File: src/rtl/ddr2_cmd_pkg.sv
// Shared DDR2 command encodings, init-sequence states and violation codes.
// The controller imports the same encodings so both sides agree on the bus.
package ddr2_cmd_pkg;

  // {ras_n, cas_n, we_n}
  typedef enum logic [2:0] {
    CmdLoad = 3'b000,
    CmdRef  = 3'b001,
    CmdPre  = 3'b010,
    CmdAct  = 3'b011,
    CmdWr   = 3'b100,
    CmdRd   = 3'b101,
    CmdNop  = 3'b111
  } cmd_e;

  typedef enum logic [2:0] {
    StWaitCke,
    StWaitPrea,
    StLoadEmr,
    StWaitPrea2,
    StWaitRef,
    StWaitMr,
    StWaitEmr,
    StReady
  } init_state_e;

  localparam logic [3:0] ErrNone      = 4'd0;
  localparam logic [3:0] ErrInitOrder = 4'd1;
  localparam logic [3:0] ErrTiming    = 4'd2;
  localparam logic [3:0] ErrTrcd      = 4'd3;
  localparam logic [3:0] ErrActOpen   = 4'd4;
  localparam logic [3:0] ErrClosed    = 4'd5;
  localparam logic [3:0] ErrRefOpen   = 4'd6;

endpackage

File: src/rtl/ddr2_cmd_responder_if.sv
// DRAM command bus plus the responder's status outputs.
// master = controller side (drives the command pins), slave = responder.
interface ddr2_cmd_responder_if #(
  parameter int unsigned BA_BITS   = 3,
  parameter int unsigned ADDR_BITS = 14
);

  logic                    cke;
  logic                    cs_n;
  logic                    ras_n;
  logic                    cas_n;
  logic                    we_n;
  logic [BA_BITS-1:0]      ba;
  logic [ADDR_BITS-1:0]    addr;

  logic                    cmd_valid;
  logic [2:0]              cmd_code;
  logic [ADDR_BITS-1:0]    mr;
  logic [ADDR_BITS-1:0]    emr1;
  logic [ADDR_BITS-1:0]    emr2;
  logic [ADDR_BITS-1:0]    emr3;
  logic [2**BA_BITS-1:0]   bank_open;
  logic                    init_done;
  logic                    err_valid;
  logic [3:0]              err_code;
  logic [7:0]              err_count;

  modport master (
    output cke, cs_n, ras_n, cas_n, we_n, ba, addr,
    input  cmd_valid, cmd_code, mr, emr1, emr2, emr3, bank_open, init_done,
           err_valid, err_code, err_count
  );

  modport slave (
    input  cke, cs_n, ras_n, cas_n, we_n, ba, addr,
    output cmd_valid, cmd_code, mr, emr1, emr2, emr3, bank_open, init_done,
           err_valid, err_code, err_count
  );

endinterface

File: src/rtl/ddr2_bank_tracker.sv
// Per-bank open-row bits and tRCD countdowns, plus the bank-state checks
// for the command currently on the bus (evaluated on pre-command state).
module ddr2_bank_tracker #(
  parameter int unsigned BA_BITS = 3,
  parameter int unsigned TRCD_CK = 3
) (
  input  logic                  clk,
  input  logic                  rst_n,
  input  logic                  i_act,
  input  logic                  i_pre,
  input  logic                  i_pre_all,
  input  logic                  i_access,
  input  logic [BA_BITS-1:0]    i_ba,
  output logic [2**BA_BITS-1:0] o_bank_open,
  output logic                  o_any_open,
  output logic                  o_err_trcd,
  output logic                  o_err_act_open,
  output logic                  o_err_closed
);

  localparam int unsigned NumBanks = 2**BA_BITS;
  localparam int unsigned TrcdW    = (TRCD_CK > 1) ? $clog2(TRCD_CK) : 1;
  localparam logic [TrcdW-1:0] TrcdLoad = TrcdW'(TRCD_CK - 1);

  logic [NumBanks-1:0]             r_bank_open;
  logic [NumBanks-1:0][TrcdW-1:0]  r_trcd;

  assign o_bank_open    = r_bank_open;
  assign o_any_open     = |r_bank_open;
  assign o_err_act_open = i_act & r_bank_open[i_ba];
  assign o_err_closed   = i_access & ~r_bank_open[i_ba];
  assign o_err_trcd     = i_access & (r_trcd[i_ba] != '0);

  // Open bits follow ACT/PRE; tRCD timers reload on ACT and free-run down to 0
  always_ff @(posedge clk or negedge rst_n) begin
    if (!rst_n) begin
      r_bank_open <= '0;
      r_trcd      <= '0;
    end else begin
      for (int b = 0; b < NumBanks; b++) begin
        if (i_act && (i_ba == BA_BITS'(b))) begin
          r_trcd[b] <= TrcdLoad;
        end else if (r_trcd[b] != '0) begin
          r_trcd[b] <= r_trcd[b] - 1'b1;
        end
      end
      if (i_pre_all) begin
        r_bank_open <= '0;
      end else if (i_pre) begin
        r_bank_open[i_ba] <= 1'b0;
      end else if (i_act) begin
        r_bank_open[i_ba] <= 1'b1;
      end
    end
  end

endmodule

File: src/rtl/ddr2_cmd_responder.sv
// Memory-side DDR2 command responder: decodes the command bus, captures
// mode registers, follows the JEDEC init sequence and flags protocol
// violations (init order, command spacing, bank state).
module ddr2_cmd_responder
  import ddr2_cmd_pkg::*;
#(
  parameter int unsigned BA_BITS   = 3,
  parameter int unsigned ADDR_BITS = 14,
  parameter int unsigned TMRD_CK   = 2,
  parameter int unsigned TRP_CK    = 3,
  parameter int unsigned TRFC_CK   = 17,
  parameter int unsigned TRCD_CK   = 3
) (
  input logic                 clk,
  input logic                 rst_n,
  ddr2_cmd_responder_if.slave bus
);

  localparam int unsigned NumBanks = 2**BA_BITS;
  localparam int unsigned BusyMax  =
      (TRFC_CK > TRP_CK) ? ((TRFC_CK > TMRD_CK) ? TRFC_CK : TMRD_CK)
                         : ((TRP_CK > TMRD_CK) ? TRP_CK : TMRD_CK);
  localparam int unsigned BusyW    = $clog2(BusyMax + 1);

  logic [2:0]          w_cmd;
  logic                w_valid, w_load_ign, w_eff;
  logic                w_load, w_ref, w_pre, w_pre_all, w_act, w_access;
  logic                w_err_init, w_err_timing, w_err_trcd, w_err_act_open;
  logic                w_err_closed, w_err_ref_open, w_any_open;
  logic [3:0]          w_err_code;
  logic                w_err;
  logic [3:0]          w_ld_bit;
  logic [NumBanks-1:0] w_bank_open;

  init_state_e         r_state, w_state_next;
  logic [3:0]          r_loaded, w_loaded_next;
  logic                r_ref_seen, w_ref_seen_next;
  logic                r_emr1_seen, w_emr1_seen_next;
  logic [BusyW-1:0]    r_busy;

  logic                 r_cmd_valid;
  logic [2:0]           r_cmd_code;
  logic [ADDR_BITS-1:0] r_mr, r_emr1, r_emr2, r_emr3;
  logic                 r_err_valid;
  logic [3:0]           r_err_code;
  logic [7:0]           r_err_count;

  assign w_cmd      = {bus.ras_n, bus.cas_n, bus.we_n};
  assign w_valid    = bus.cke & ~bus.cs_n & (w_cmd != CmdNop);
  // LOAD to a nonexistent mode register is decoded but has no effect at all
  assign w_load_ign = w_valid & (w_cmd == CmdLoad) & (32'(bus.ba) >= 32'd4);
  assign w_eff      = w_valid & ~w_load_ign;
  assign w_load     = w_eff & (w_cmd == CmdLoad);
  assign w_ref      = w_eff & (w_cmd == CmdRef);
  assign w_pre      = w_eff & (w_cmd == CmdPre);
  assign w_pre_all  = w_pre & bus.addr[10];
  assign w_act      = w_eff & (w_cmd == CmdAct);
  assign w_access   = w_eff & ((w_cmd == CmdRd) | (w_cmd == CmdWr));
  assign w_ld_bit   = 4'(1) << bus.ba[1:0];

  ddr2_bank_tracker #(
    .BA_BITS (BA_BITS),
    .TRCD_CK (TRCD_CK)
  ) u_bank_tracker (
    .clk            (clk),
    .rst_n          (rst_n),
    .i_act          (w_act),
    .i_pre          (w_pre),
    .i_pre_all      (w_pre_all),
    .i_access       (w_access),
    .i_ba           (bus.ba),
    .o_bank_open    (w_bank_open),
    .o_any_open     (w_any_open),
    .o_err_trcd     (w_err_trcd),
    .o_err_act_open (w_err_act_open),
    .o_err_closed   (w_err_closed)
  );

  assign w_err_init     = (w_act | w_access) & (r_state != StReady);
  assign w_err_timing   = w_eff & (r_busy != '0);
  assign w_err_ref_open = w_ref & w_any_open;

  // Lowest violation code wins when several fire on one command
  always_comb begin
    w_err_code = ErrNone;
    if (w_err_init)          w_err_code = ErrInitOrder;
    else if (w_err_timing)   w_err_code = ErrTiming;
    else if (w_err_trcd)     w_err_code = ErrTrcd;
    else if (w_err_act_open) w_err_code = ErrActOpen;
    else if (w_err_closed)   w_err_code = ErrClosed;
    else if (w_err_ref_open) w_err_code = ErrRefOpen;
  end

  assign w_err = (w_err_code != ErrNone);

  // Init sequence next-state and progress counters
  always_comb begin
    w_state_next     = r_state;
    w_loaded_next    = r_loaded;
    w_ref_seen_next  = r_ref_seen;
    w_emr1_seen_next = r_emr1_seen;
    case (r_state)
      StWaitCke:   if (bus.cke) w_state_next = StWaitPrea;
      StWaitPrea: begin
        w_loaded_next = '0;
        if (w_pre_all) w_state_next = StLoadEmr;
      end
      StLoadEmr: begin
        if (w_load) begin
          w_loaded_next = r_loaded | w_ld_bit;
          if (&(r_loaded | w_ld_bit)) w_state_next = StWaitPrea2;
        end
      end
      StWaitPrea2: begin
        w_ref_seen_next = 1'b0;
        if (w_pre_all) w_state_next = StWaitRef;
      end
      StWaitRef: begin
        if (w_ref) begin
          if (r_ref_seen) w_state_next = StWaitMr;
          else            w_ref_seen_next = 1'b1;
        end
      end
      StWaitMr: begin
        w_emr1_seen_next = 1'b0;
        if (w_load && (bus.ba == BA_BITS'(0))) w_state_next = StWaitEmr;
      end
      StWaitEmr: begin
        // First EMR1 is OCD default, second is OCD exit
        if (w_load && (bus.ba == BA_BITS'(1))) begin
          if (r_emr1_seen) w_state_next = StReady;
          else             w_emr1_seen_next = 1'b1;
        end
      end
      StReady:     w_state_next = StReady;
      default:     w_state_next = StWaitCke;
    endcase
  end

  // Init state register
  always_ff @(posedge clk or negedge rst_n) begin
    if (!rst_n) begin
      r_state     <= StWaitCke;
      r_loaded    <= '0;
      r_ref_seen  <= 1'b0;
      r_emr1_seen <= 1'b0;
    end else begin
      r_state     <= w_state_next;
      r_loaded    <= w_loaded_next;
      r_ref_seen  <= w_ref_seen_next;
      r_emr1_seen <= w_emr1_seen_next;
    end
  end

  // Shared busy timer for tMRD/tRP/tRFC; keeps counting while cke is low
  always_ff @(posedge clk or negedge rst_n) begin
    if (!rst_n) begin
      r_busy <= '0;
    end else if (w_load) begin
      r_busy <= BusyW'(TMRD_CK - 1);
    end else if (w_pre) begin
      r_busy <= BusyW'(TRP_CK - 1);
    end else if (w_ref) begin
      r_busy <= BusyW'(TRFC_CK - 1);
    end else if (r_busy != '0) begin
      r_busy <= r_busy - 1'b1;
    end
  end

  // Mode register capture
  always_ff @(posedge clk or negedge rst_n) begin
    if (!rst_n) begin
      r_mr   <= '0;
      r_emr1 <= '0;
      r_emr2 <= '0;
      r_emr3 <= '0;
    end else if (w_load) begin
      unique case (bus.ba[1:0])
        2'd0: r_mr   <= bus.addr;
        2'd1: r_emr1 <= bus.addr;
        2'd2: r_emr2 <= bus.addr;
        2'd3: r_emr3 <= bus.addr;
      endcase
    end
  end

  // Registered command and violation reporting
  always_ff @(posedge clk or negedge rst_n) begin
    if (!rst_n) begin
      r_cmd_valid <= 1'b0;
      r_cmd_code  <= '0;
      r_err_valid <= 1'b0;
      r_err_code  <= ErrNone;
      r_err_count <= '0;
    end else begin
      r_cmd_valid <= w_valid;
      if (w_valid) r_cmd_code <= w_cmd;
      r_err_valid <= w_err;
      if (w_err) begin
        r_err_code <= w_err_code;
        if (r_err_count != 8'hFF) r_err_count <= r_err_count + 8'd1;
      end
    end
  end

  assign bus.cmd_valid = r_cmd_valid;
  assign bus.cmd_code  = r_cmd_code;
  assign bus.mr        = r_mr;
  assign bus.emr1      = r_emr1;
  assign bus.emr2      = r_emr2;
  assign bus.emr3      = r_emr3;
  assign bus.bank_open = w_bank_open;
  assign bus.init_done = (r_state == StReady);
  assign bus.err_valid = r_err_valid;
  assign bus.err_code  = r_err_code;
  assign bus.err_count = r_err_count;

endmodule

File: src/flat_wrapper.sv
// flat-port wrapper written by rule: the top's interface ports become plain ports
module ddr2_cmd_responder_flat import ddr2_cmd_pkg::*;
#(
  parameter int unsigned BA_BITS   = 3,
  parameter int unsigned ADDR_BITS = 14,
  parameter int unsigned TMRD_CK   = 2,
  parameter int unsigned TRP_CK    = 3,
  parameter int unsigned TRFC_CK   = 17,
  parameter int unsigned TRCD_CK   = 3
)
  (clk, rst_n, bus_cke, bus_cs_n, bus_ras_n, bus_cas_n, bus_we_n, bus_ba, bus_addr, bus_cmd_valid, bus_cmd_code, bus_mr, bus_emr1, bus_emr2, bus_emr3, bus_bank_open, bus_init_done, bus_err_valid, bus_err_code, bus_err_count);
  ddr2_cmd_responder_if #(.BA_BITS(BA_BITS), .ADDR_BITS(ADDR_BITS)) bus_i ();
  input logic clk;
  input logic rst_n;
  input wire logic [$bits(bus_i.cke)-1:0] bus_cke;
  input wire logic [$bits(bus_i.cs_n)-1:0] bus_cs_n;
  input wire logic [$bits(bus_i.ras_n)-1:0] bus_ras_n;
  input wire logic [$bits(bus_i.cas_n)-1:0] bus_cas_n;
  input wire logic [$bits(bus_i.we_n)-1:0] bus_we_n;
  input wire logic [$bits(bus_i.ba)-1:0] bus_ba;
  input wire logic [$bits(bus_i.addr)-1:0] bus_addr;
  output wire logic [$bits(bus_i.cmd_valid)-1:0] bus_cmd_valid;
  output wire logic [$bits(bus_i.cmd_code)-1:0] bus_cmd_code;
  output wire logic [$bits(bus_i.mr)-1:0] bus_mr;
  output wire logic [$bits(bus_i.emr1)-1:0] bus_emr1;
  output wire logic [$bits(bus_i.emr2)-1:0] bus_emr2;
  output wire logic [$bits(bus_i.emr3)-1:0] bus_emr3;
  output wire logic [$bits(bus_i.bank_open)-1:0] bus_bank_open;
  output wire logic [$bits(bus_i.init_done)-1:0] bus_init_done;
  output wire logic [$bits(bus_i.err_valid)-1:0] bus_err_valid;
  output wire logic [$bits(bus_i.err_code)-1:0] bus_err_code;
  output wire logic [$bits(bus_i.err_count)-1:0] bus_err_count;
  assign bus_i.cke = bus_cke;
  assign bus_i.cs_n = bus_cs_n;
  assign bus_i.ras_n = bus_ras_n;
  assign bus_i.cas_n = bus_cas_n;
  assign bus_i.we_n = bus_we_n;
  assign bus_i.ba = bus_ba;
  assign bus_i.addr = bus_addr;
  assign bus_cmd_valid = bus_i.cmd_valid;
  assign bus_cmd_code = bus_i.cmd_code;
  assign bus_mr = bus_i.mr;
  assign bus_emr1 = bus_i.emr1;
  assign bus_emr2 = bus_i.emr2;
  assign bus_emr3 = bus_i.emr3;
  assign bus_bank_open = bus_i.bank_open;
  assign bus_init_done = bus_i.init_done;
  assign bus_err_valid = bus_i.err_valid;
  assign bus_err_code = bus_i.err_code;
  assign bus_err_count = bus_i.err_count;
  ddr2_cmd_responder #(.BA_BITS(BA_BITS), .ADDR_BITS(ADDR_BITS), .TMRD_CK(TMRD_CK), .TRP_CK(TRP_CK), .TRFC_CK(TRFC_CK), .TRCD_CK(TRCD_CK)) u_core (.clk(clk), .rst_n(rst_n), .bus(bus_i));
endmodule
File: config.mk
export PLATFORM = sky130hd
export DESIGN_NAME = ddr2_cmd_responder_flat
export DESIGN_NICKNAME = d
export VERILOG_FILES = /design/src/rtl/ddr2_cmd_pkg.sv /design/src/rtl/ddr2_cmd_responder_if.sv /design/src/rtl/ddr2_bank_tracker.sv /design/src/rtl/ddr2_cmd_responder.sv /design/src/flat_wrapper.sv
export SDC_FILE = /design/constraint.sdc
export NUM_CORES = 1
export LEC_CHECK = 0
export CORE_ASPECT_RATIO = 2
export CORE_UTILIZATION = 57
export CTS_BUF_LIST = sky130_fd_sc_hd__clkbuf_4 sky130_fd_sc_hd__clkbuf_8
export DETAILED_ROUTE_END_ITERATION = 10
export MAX_ROUTING_LAYER = met4
export PLACE_DENSITY = 0.87
export RECOVER_POWER = 25
export SETUP_SLACK_MARGIN = 0.4
export SYNTH_ARGS = -nofsm -noshare
export SYNTH_HDL_FRONTEND = slang
export SYNTH_HIERARCHICAL = 1
export SYNTH_SLANG_ARGS = --single-unit
File: constraint.sdc
create_clock -name clk -period 7.1 [get_ports clk]
set_input_delay 1.42 -clock clk [delete_from_list [all_inputs] [get_ports clk]]
set_output_delay 1.42 -clock clk [all_outputs]
set_load 0.005 [all_outputs]
### Yosys cells after proc, flatten, opt, wreduce, memory -nomap -nowiden

Cells that the tools add are included.

* logic and storage cells: 200
* bits in latches: 0
* output and inout port bits: 82
* memories: 0
* memory bits (read-only): 0
* bits in writable memories: 0
* register bits: 111
* bits of input ports: 24

* reduce and logical (&&, ||, !) cells: 50
* $lt $le $gt $ge: 3
* equality and inequality tests: 35
* add/sub/neg operators: 10
* mux-type cells: 52
* bitwise logic cells: 26
* shift-type cells: 1
* multiply operators: 0
* divide/modulo/power cells: 0

Operators with widths (number)
* nonzero test 2 bit: 20
* 2-to-1 mux 2 bit: 17
* 2-to-1 mux 3 bit: 11
* equality test 3 bit, second input constant: 10
* 2-to-1 mux 4 bit: 6
* 2-to-1 mux 8 bit: 3
* one-hot mux 3 bit (8 select lines): 1
* 2-to-1 mux 5 bit: 4
* equality test 3 x 2 -> 1 bit, second input constant: 6
* AND 1 bit: 17
* AND reduction 2 bit: 8
* subtractor 2 x 1 -> 2 bit, second input constant: 8
* inequality test 2 x 1 -> 1 bit, second input constant: 7
* logical AND 1 bit: 11
* AND reduction 10 bit: 1
* equality test 3 x 1 -> 1 bit, second input constant: 3
* zero test 3 bit: 3
* adder 8 x 1 -> 8 bit, second input constant: 1
* AND 8 bit: 1
* inequality test 8 bit, second input constant: 1
* NOT 8 bit: 1
* OR 8 bit: 1
* one-hot mux 4 bit (2 select lines): 1
* nonzero test 4 bit: 2
* other kinds (22): 33

### Depth between registers and ports, before layout

Gate-level depths: netlist of run 1.

* depth in word-level cells: 17
* mapped depth: 11
* gate-level depth less buffers: 10

### By module

The synthesis of run 1 kept the hierarchy.

By module, submodules not included
* ddr2_cmd_responder: instances 1, area an instance 3816.2 um2, cells an instance 340, seq. area each 2152.1 um2
* ddr2_bank_tracker: instances 1, area an instance 1383.8 um2, cells an instance 141, seq. area each 600.6 um2

### Worst setup path after synthesis of run 1

No wires, ideal clock.

* path type: input -> register
* from: input bus_cas_n
* to: register u_core.r_err_count[6] (netlist: u_core/bus.err_count[6])
* path buffers: 1
* data arrival time: 3613 ps
* library setup time: 125 ps
* cell stages on the path: 11
* path slack: 3362 ps
* data required time: 6975 ps
* cells stage by stage: clkbuf_1 nand3_1 nand2_1 nor2_1 nand2_1 a221oi_1 a211o_1 a2111oi_0 nand3_1 nand4_1 mux2_2

* elaborated cells on any way between the ends: 30
* those cells by class: eq/ne (5); mux (6); bitwise (16); reduce/logical (3)

RTL lines
* from (decl): RTL line flat_wrapper.sv:18 `input wire logic [$bits(bus_i.cas_n)-1:0] bus_cas_n;`
* inequality test 3 bit: RTL line ddr2_cmd_responder.sv:49 `assign w_valid = bus.cke & ~bus.cs_n & (w_cmd != CmdNop);`
* AND 1 bit: RTL line ddr2_cmd_responder.sv:49
* AND 1 bit (2 in series): RTL line ddr2_cmd_responder.sv:51 `assign w_load_ign = w_valid & (w_cmd == CmdLoad) & (32'(bus.ba) >= 32'd4);`
* NOT 1 bit: RTL line ddr2_cmd_responder.sv:52 `assign w_eff = w_valid & ~w_load_ign;`
* AND 1 bit: RTL line ddr2_cmd_responder.sv:52
* AND 1 bit *: RTL line ddr2_cmd_responder.sv:58 `assign w_access = w_eff & ((w_cmd == CmdRd) | (w_cmd == CmdWr));`
* named net u_core.w_access: RTL line ddr2_cmd_responder.sv:27 `logic w_load, w_ref, w_pre, w_pre_all, w_act, w_access;`
* AND 1 bit *: RTL line ddr2_bank_tracker.sv:32 `assign o_err_trcd = i_access & (r_trcd[i_ba] != '0);`
* named net u_core.w_err_trcd: RTL line ddr2_cmd_responder.sv:28 `logic w_err_init, w_err_timing, w_err_trcd, w_err_act_open;`
* 2-to-1 mux 4 bit *: RTL line ddr2_cmd_responder.sv:88 `else if (w_err_trcd) w_err_code = ErrTrcd;`
* 2-to-1 mux 4 bit *: RTL line ddr2_cmd_responder.sv:87 `else if (w_err_timing) w_err_code = ErrTiming;`
* 2-to-1 mux 4 bit *: RTL line ddr2_cmd_responder.sv:86 `if (w_err_init) w_err_code = ErrInitOrder;`
* nonzero test 4 bit *: RTL line ddr2_cmd_responder.sv:94 `assign w_err = (w_err_code != ErrNone);`
* named net u_core.w_err: RTL line ddr2_cmd_responder.sv:31 `logic w_err;`
* AND reduction 2 bit (no line) *
* to (signal assigned): RTL line ddr2_cmd_responder.sv:201 `if (r_err_count != 8'hFF) r_err_count <= r_err_count + 8'd1;`
* to (decl): RTL line ddr2_cmd_responder.sv:46 `logic [7:0] r_err_count;`

The timed path passes the listed nets; every way through them passes the cells marked *.
A chain may end at the register's enable or synchronous reset.

### Final worst setup path of run 1

* from: input bus_ba[1]
* to: register u_core.r_err_count[6] (netlist: u_core/bus.err_count[6])

* elaborated cells on any way between the ends: 28
* those cells by class: order compare (1); mux (10); bitwise (14); reduce/logical (3)

RTL lines
* from (decl): RTL line flat_wrapper.sv:20 `input wire logic [$bits(bus_i.ba)-1:0] bus_ba;`
* >= comparator 3 bit: RTL line ddr2_cmd_responder.sv:51
* AND 1 bit: RTL line ddr2_cmd_responder.sv:51
* NOT 1 bit: RTL line ddr2_cmd_responder.sv:52
* AND 1 bit: RTL line ddr2_cmd_responder.sv:52
* AND 1 bit: RTL line ddr2_cmd_responder.sv:57 `assign w_act = w_eff & (w_cmd == CmdAct);`
* AND 1 bit *: RTL line ddr2_bank_tracker.sv:30 `assign o_err_act_open = i_act & r_bank_open[i_ba];`
* named net u_core.w_err_act_open: RTL line ddr2_cmd_responder.sv:28
* 2-to-1 mux 4 bit *: RTL line ddr2_cmd_responder.sv:89 `else if (w_err_act_open) w_err_code = ErrActOpen;`
* 2-to-1 mux 4 bit *: RTL line ddr2_cmd_responder.sv:88
* 2-to-1 mux 4 bit *: RTL line ddr2_cmd_responder.sv:87
* 2-to-1 mux 4 bit *: RTL line ddr2_cmd_responder.sv:86
* nonzero test 4 bit *: RTL line ddr2_cmd_responder.sv:94
* named net u_core.w_err: RTL line ddr2_cmd_responder.sv:31
* AND reduction 2 bit (no line) *

The timed path passes the listed nets; every way through them passes the cells marked *. The select of a mux whose other input is x is not followed.

==> reports/qor.txt, run 1 <==
# setup viols final: 0
Clock transition at path regs: 100 ps
Yosys top cell by area: dfrtp_1
post-synthesis register bit count: 110
Final GP Congestion: 0.858
final instance area: 6450 sq um
initial antenna violation count: 0
Slew HR: -0.427
Vias/cell: 5.95
detailed-route wire length: 12.2 mm
yosys warns: 6
total of max-cap violations: 2
worst-path cell chain: clkdlybuf4s50_1 -> mux4_1 -> mux2i_1 -> nor2_1 -> a2111oi_0 -> nand3_1 -> nand4_1 -> mux2_2
Via Count: 4041
violated checks: max-capacitance violations, max-slew violations
FF+latch area: 2750 sq um
Die Y: 137 um
commonest cells after routing, fill and taps aside: dfrtp_1 (110), clkdlybuf4s50_1 (103), nand2_1 (71)
Fin Setup TNS: 0 ps
Peak Freq: 227 MHz
Mapped Area: 5200 sq um
GRT Residual Overflow: 0
Cells after Synth: 481
fin crit period: 4400 ps
n_diodes: 0
Peak VDD IR: 0.179 mV
Final Hold Viols: 0
Most used DFF post-synth: dfrtp_1
run status: finished, violations left
CTS Hold Bufs: 0
die area: 9530 sq um
Post-CTS Resized: 0
Setup Buffers After CTS: 0
Setup CP Type: in -> reg
number of library cell types mapped by synthesis: 61
HP Class: reg -> reg
top cell type's share of synthesized area: 0.529
Worst-Skew Late Latency: 370 ps
1st-iter DRT viols: 361
Async S/R FF share, synth: 1.00
CTS tree: built
Tcrit/Tclk final: 0.620
Initial DRT Pass Iterations: 5
fin util: 0.720
Pwr per Cell Area: 287 nW/um^2
Syn Nets: 515
TritonCTS buffer count: 9
placed inst area: 6250 sq um
Final nets: 607
clock root buffer: clkbuf_8
Fill cells: 637
CP Capture Type: flop
deepest clock path buffer count: 2
synthesized area per cell: 10.8 sq um
Post-synth EDFFs: 0
routed len/inst: 17.9 um
width of the die: 69.5 um
first-pass GRT wire length: 19.8 mm
Final Skew: 6.82 ps
CP max FO: 20
worst hold margin: 476 ps
area grow syn2layout: 24.0%
I/O Pins: 106
Port Buf Inserts: 104
slowest stage delay, CP: 860 ps
largest net degree at the start of global routing: 71
row count: 49
Total GRT Usage: 0.272
most common cell after layout, fill and taps aside: dfrtp_1
Critical Path Slowest Stage Cell: clkdlybuf4s50_1
Slew @ Worst Pin: 2140 ps
Multi-input gate area: 2220 sq um
drc violations: 0
core area: 8950 sq um
CTS sink cnt: 110
Post-DP HPWL: 8.95 mm
leading post-synthesis cells by cell area: dfrtp_1 (53%), mux2_2 (9.7%), nand2_1 (5.1%)
vias in the first global route: 4075
Critical Path Source Type: input pin
critical path required time: 7360 ps
Arrival @ worst endpoint: 4660 ps
Initial Util: 0.581
depth of the CTS H-tree: 3
leakage: 2.98 nW
Routed Antenna Nets: 0
RSZ-0062 raised after global routing: false
register area share after synthesis: 0.529
ratio of cells with drive above 1 in the final layout: 0.123
max-slew violation count: 113
-- Yosys cell counts, types with 7 or more instances --
| master | count |
|---|---|
| a21oi_1 | 20 |
| a31oi_1 | 10 |
| clkbuf_1 | 13 |
| dfrtp_1 | 110 |
| ha_1 | 10 |
| inv_1 | 28 |
| mux2_2 | 45 |
| nand2_1 | 71 |
| nand2b_1 | 7 |
| nand3_1 | 9 |
| nor2_1 | 29 |
| o21ai_0 | 10 |
| xor2_1 | 10 |
-- layout make-up --
type	count	share of cell area
sequential	110	0.427
multi-input combinational	319	0.345
timing repair buffer	105	0.161
clock buffer	11	0.0225
tap	102	0.0198
inverter	28	0.0163
clock inverter	4	0.00854
-- critical path: cells and delay by family --
family,cells,cell delay [ps]
and+or+nand+nor,3,570
AOI/OAI and AO/OA,1,660
muxes,3,1160
buffers and inverters,1,860
-- per-stage QoR --
stage | total power [mW] | cells | setup WS (ps)
final | 1.85 | 679 | 2700
after global routing | 1.96 | 679 | 2090
after global placement | 1.43 | 664 | 2450
after detailed placement | 1.48 | 664 | 2360
after CTS | 1.86 | 679 | 2760
after floorplan | 1.21 | 481 | 3360
-- power by group --
group / switching, mW / internal [mW] / leakage [nW] / total, mW
sequential: 0.123 / 0.757 / 1.42 / 0.881
clock: 0.209 / 0.178 / 0.0998 / 0.387
combinational: 0.263 / 0.317 / 1.46 / 0.580
total: 0.596 / 1.25 / 2.98 / 1.85
-- routing by layer --
| layer | part of all wire | global-route usage |
|---|---|---|
| met3 | 0.042 | 0.0383 |
| met5 | 0 | - |
| met4 | 0.026 | 0.108 |
| met2 | 0.55 | 0.490 |
| met1 | 0.38 | 0.299 |
-- flip-flops by register name, summed over array words and instances, names as in the netlist --
name / cells
u_core/bus.cmd_code: 3
u_core/bus.emr3: 14
u_core/bus.err_count: 8
u_core/r_ref_seen: 1
u_core/bus.err_code: 3
u_core/u_bank_tracker/r_trcd: 16
u_core/r_state: 3
u_core/bus.emr1: 14
u_core/bus.mr: 14
u_core/bus.cmd_valid: 1
u_core/u_bank_tracker/o_bank_open: 8
u_core/bus.err_valid: 1
u_core/bus.emr2: 14
u_core/r_loaded: 4
u_core/r_emr1_seen: 1
u_core/r_busy: 5
-- worst paths after layout --
check	from	end	slack, ps	depth (start not counted)
max reg2reg	u_core/u_bank_tracker/o_bank_open[6]$_DFFE_PN0P_	u_core/bus.err_count[6]$_DFFE_PN0P_	4310	7
max	bus_ba[1]	u_core/bus.err_count[6]$_DFFE_PN0P_	2700	8
min in group asynchronous	rst_n	u_core/bus.mr[12]$_DFFE_PN0P_	1660	1
min reg2reg	u_core/bus.emr1[2]$_DFFE_PN0P_	u_core/bus.emr1[2]$_DFFE_PN0P_	480	2
max in group asynchronous	rst_n	u_core/r_busy[4]$_DFFE_PN0P_	2810	2
min	u_core/bus.emr1[2]$_DFFE_PN0P_	u_core/bus.emr1[2]$_DFFE_PN0P_	480	2
-- kinds of logic after synthesis --
logic type	count (synthesis)	share of synthesized area
compound gates	79	0.104
simple gates	164	0.160
mux	50	0.113
other cells	1	0.000721
flops	110	0.529
fa+ha+maj	10	0.0241
xor+xnor	15	0.0253
buf+inv	52	0.0436
Power figures use the tool's default switching activity.
==> inputs of run 2 (changes only) <==
Settings changed: CORE_UTILIZATION 57 to 53, PLACE_DENSITY 0.87 to 0.82.
Clock period 7.1 ns to 4.4 ns, I/O delays scaled along.
==> run 2 against run 1 <==
Effect of this change: the flow still finishes with violations (max-capacitance violations, max-slew violations); flip-flop and latch count unchanged; final area grew 1.8%; hold slack gained 1.6 ps; register-to-register slack got worse by 2700 ps; largest cell class unchanged.
==> reports/qor.txt, run 2 (synthesized netlist as in run 1, its figures left out) <==
fin crit period: 3750 ps
die area: 10200 sq um
Die Y: 142 um
Worst-Skew Late Latency: 370 ps
ratio of cells with drive above 1 in the final layout: 0.142
Pwr per Cell Area: 448 nW/um^2
1st-iter DRT viols: 249
Clock transition at path regs: 100 ps
CTS Hold Bufs: 0
max reg flops: 16
Slew @ Worst Pin: 3100 ps
commonest cells after routing, fill and taps aside: dfrtp_1 (110), clkdlybuf4s50_1 (103), nand2_1 (71)
Post-DP HPWL: 9.22 mm
Post-CTS Resized: 0
violated checks: max-capacitance violations, max-slew violations
slowest stage delay, CP: 550 ps
area grow syn2layout: 26.2%
GRT Residual Overflow: 0
first-pass GRT wire length: 20.4 mm
routed len/inst: 17.3 um
Peak Freq: 266 MHz
leakage: 3.04 nW
Port Buf Inserts: 104
crit-path leading delay family: simple AND/OR/NAND/NOR gates
# setup viols final: 0
width of the die: 72.0 um
max-slew violation count: 112
Final Skew: 6.14 ps
clock root buffer: clkbuf_8
Slew HR: -1.07
crit-path most repeated cell: a2111oi_0
fin util: 0.695
Fin Setup TNS: 0 ps
Buf/Inv on CP: 2
depth of the CTS H-tree: 3
worst-path cell chain: clkdlybuf4s50_1 -> nor2b_1 -> nand2_1 -> nor2_1 -> nand2b_1 -> a2111oi_0 -> a211o_1 -> a2111oi_0 -> buf_4 -> a31oi_2 -> or3b_1 -> xnor2_1
Critical Path Source Type: input pin
Final GP Congestion: 0.938
row count: 50
Top reg by flops: u_core/u_bank_tracker/r_trcd
n_diodes: 0
Via Count: 4095
TritonCTS buffer count: 9
Initial Util: 0.550
RSZ-0062 raised after global routing: false
Vias/cell: 5.68
CTS sink cnt: 110
run status: finished, violations left
Peak VDD IR: 0.253 mV
total of max-cap violations: 2
HP Class: reg -> reg
drc violations: 0
CTS tree: built
Final nets: 621
Setup CP Type: in -> reg
Total GRT Usage: 0.270
deepest clock path buffer count: 2
Tcrit/Tclk final: 0.853
I/O Pins: 106
critical path required time: 4670 ps
most common cell after layout, fill and taps aside: dfrtp_1
Initial DRT Pass Iterations: 4
core area: 9450 sq um
vias in the first global route: 4214
Final Hold Viols: 0
CP Capture Type: flop
worst hold margin: 477 ps
detailed-route wire length: 12.5 mm
largest net degree at the start of global routing: 60
initial antenna violation count: 0
Routed Antenna Nets: 0
CP max FO: 7
Arrival @ worst endpoint: 4020 ps
Critical Path Slowest Stage Cell: clkdlybuf4s50_1
Setup Buffers After CTS: 0
[run 2: changes by cell type in the layout (fill, tap and decap cells not counted), sizes merged]
| cell | delta |
|---|---|
| clkbuf | +1 |
| clkinvlp | +1 |
| inv | -1 |
| clkinv | +1 |
| bufinv | -1 |
| buf | +13 |
[run 2: path summary, 6_finish.rpt]
kind	slack, ps	end	cells after the start	from
worst max-delay path	650	u_core/bus.err_count[5]$_DFFE_PN0P_	12	bus_cke
worst min-delay path	480	u_core/bus.emr1[6]$_DFFE_PN0P_	2	u_core/bus.emr1[6]$_DFFE_PN0P_
worst max register to register	1580	u_core/bus.err_count[6]$_DFFE_PN0P_	8	u_core/u_bank_tracker/o_bank_open[4]$_DFFE_PN0P_
worst min register to register	480	u_core/bus.emr1[6]$_DFFE_PN0P_	2	u_core/bus.emr1[6]$_DFFE_PN0P_
max in group asynchronous	1000	u_core/bus.mr[10]$_DFFE_PN0P_	2	rst_n
min in group asynchronous	1470	u_core/u_bank_tracker/r_trcd[6]$_DFFE_PN0P_	2	rst_n
[run 2: worst register-to-register path, delay by kind of cell (launching register included)]
kind                   cells  cell delay (ps)
flip-flops                 1              430
multiplexers               3             1040
buffers and inverters      1              240
AO/OA/AOI/OAI              1              560
AND/OR/NAND/NOR            3              440
[run 2: layer usage]
metal	routed length (um)	GRT usage	vias up
met2	6730	0.479	160
met5	0	-	-
li1	-	-	1896
met1	4550	0.273	1996
met4	650	0.162	0
met3	523	0.0411	43
[run 2: stage by stage]
step / total power, mW / std cells / area [sq um] / worst slack [ps]
finish: 2.94 / 721 / 6560 / 647
global route: 3.14 / 721 / 6560 / 280
CTS: 2.96 / 721 / 6570 / 786
detailed placement: 2.39 / 706 / 6390 / 392
global placement: 2.32 / 706 / 6390 / 532
floorplan: 1.96 / 481 / 5200 / 1200
[run 2: where the power goes]
part	switching [mW]	internal, mW	leakage, nW
clock	0.333	0.228	0.0854
sequential	0.198	1.22	1.42
combinational	0.440	0.518	1.53
total	0.971	1.97	3.04
[run 2: layout make-up]
type | count | area (sq um)
inverters | 28 | 105
multi-input cells | 319 | 2220
well taps | 130 | 163
clock inverters | 4 | 32.5
fillers | 707 | 2880
repair buffers | 119 | 1140
flip-flops and latches | 110 | 2750
clock buffers | 11 | 145
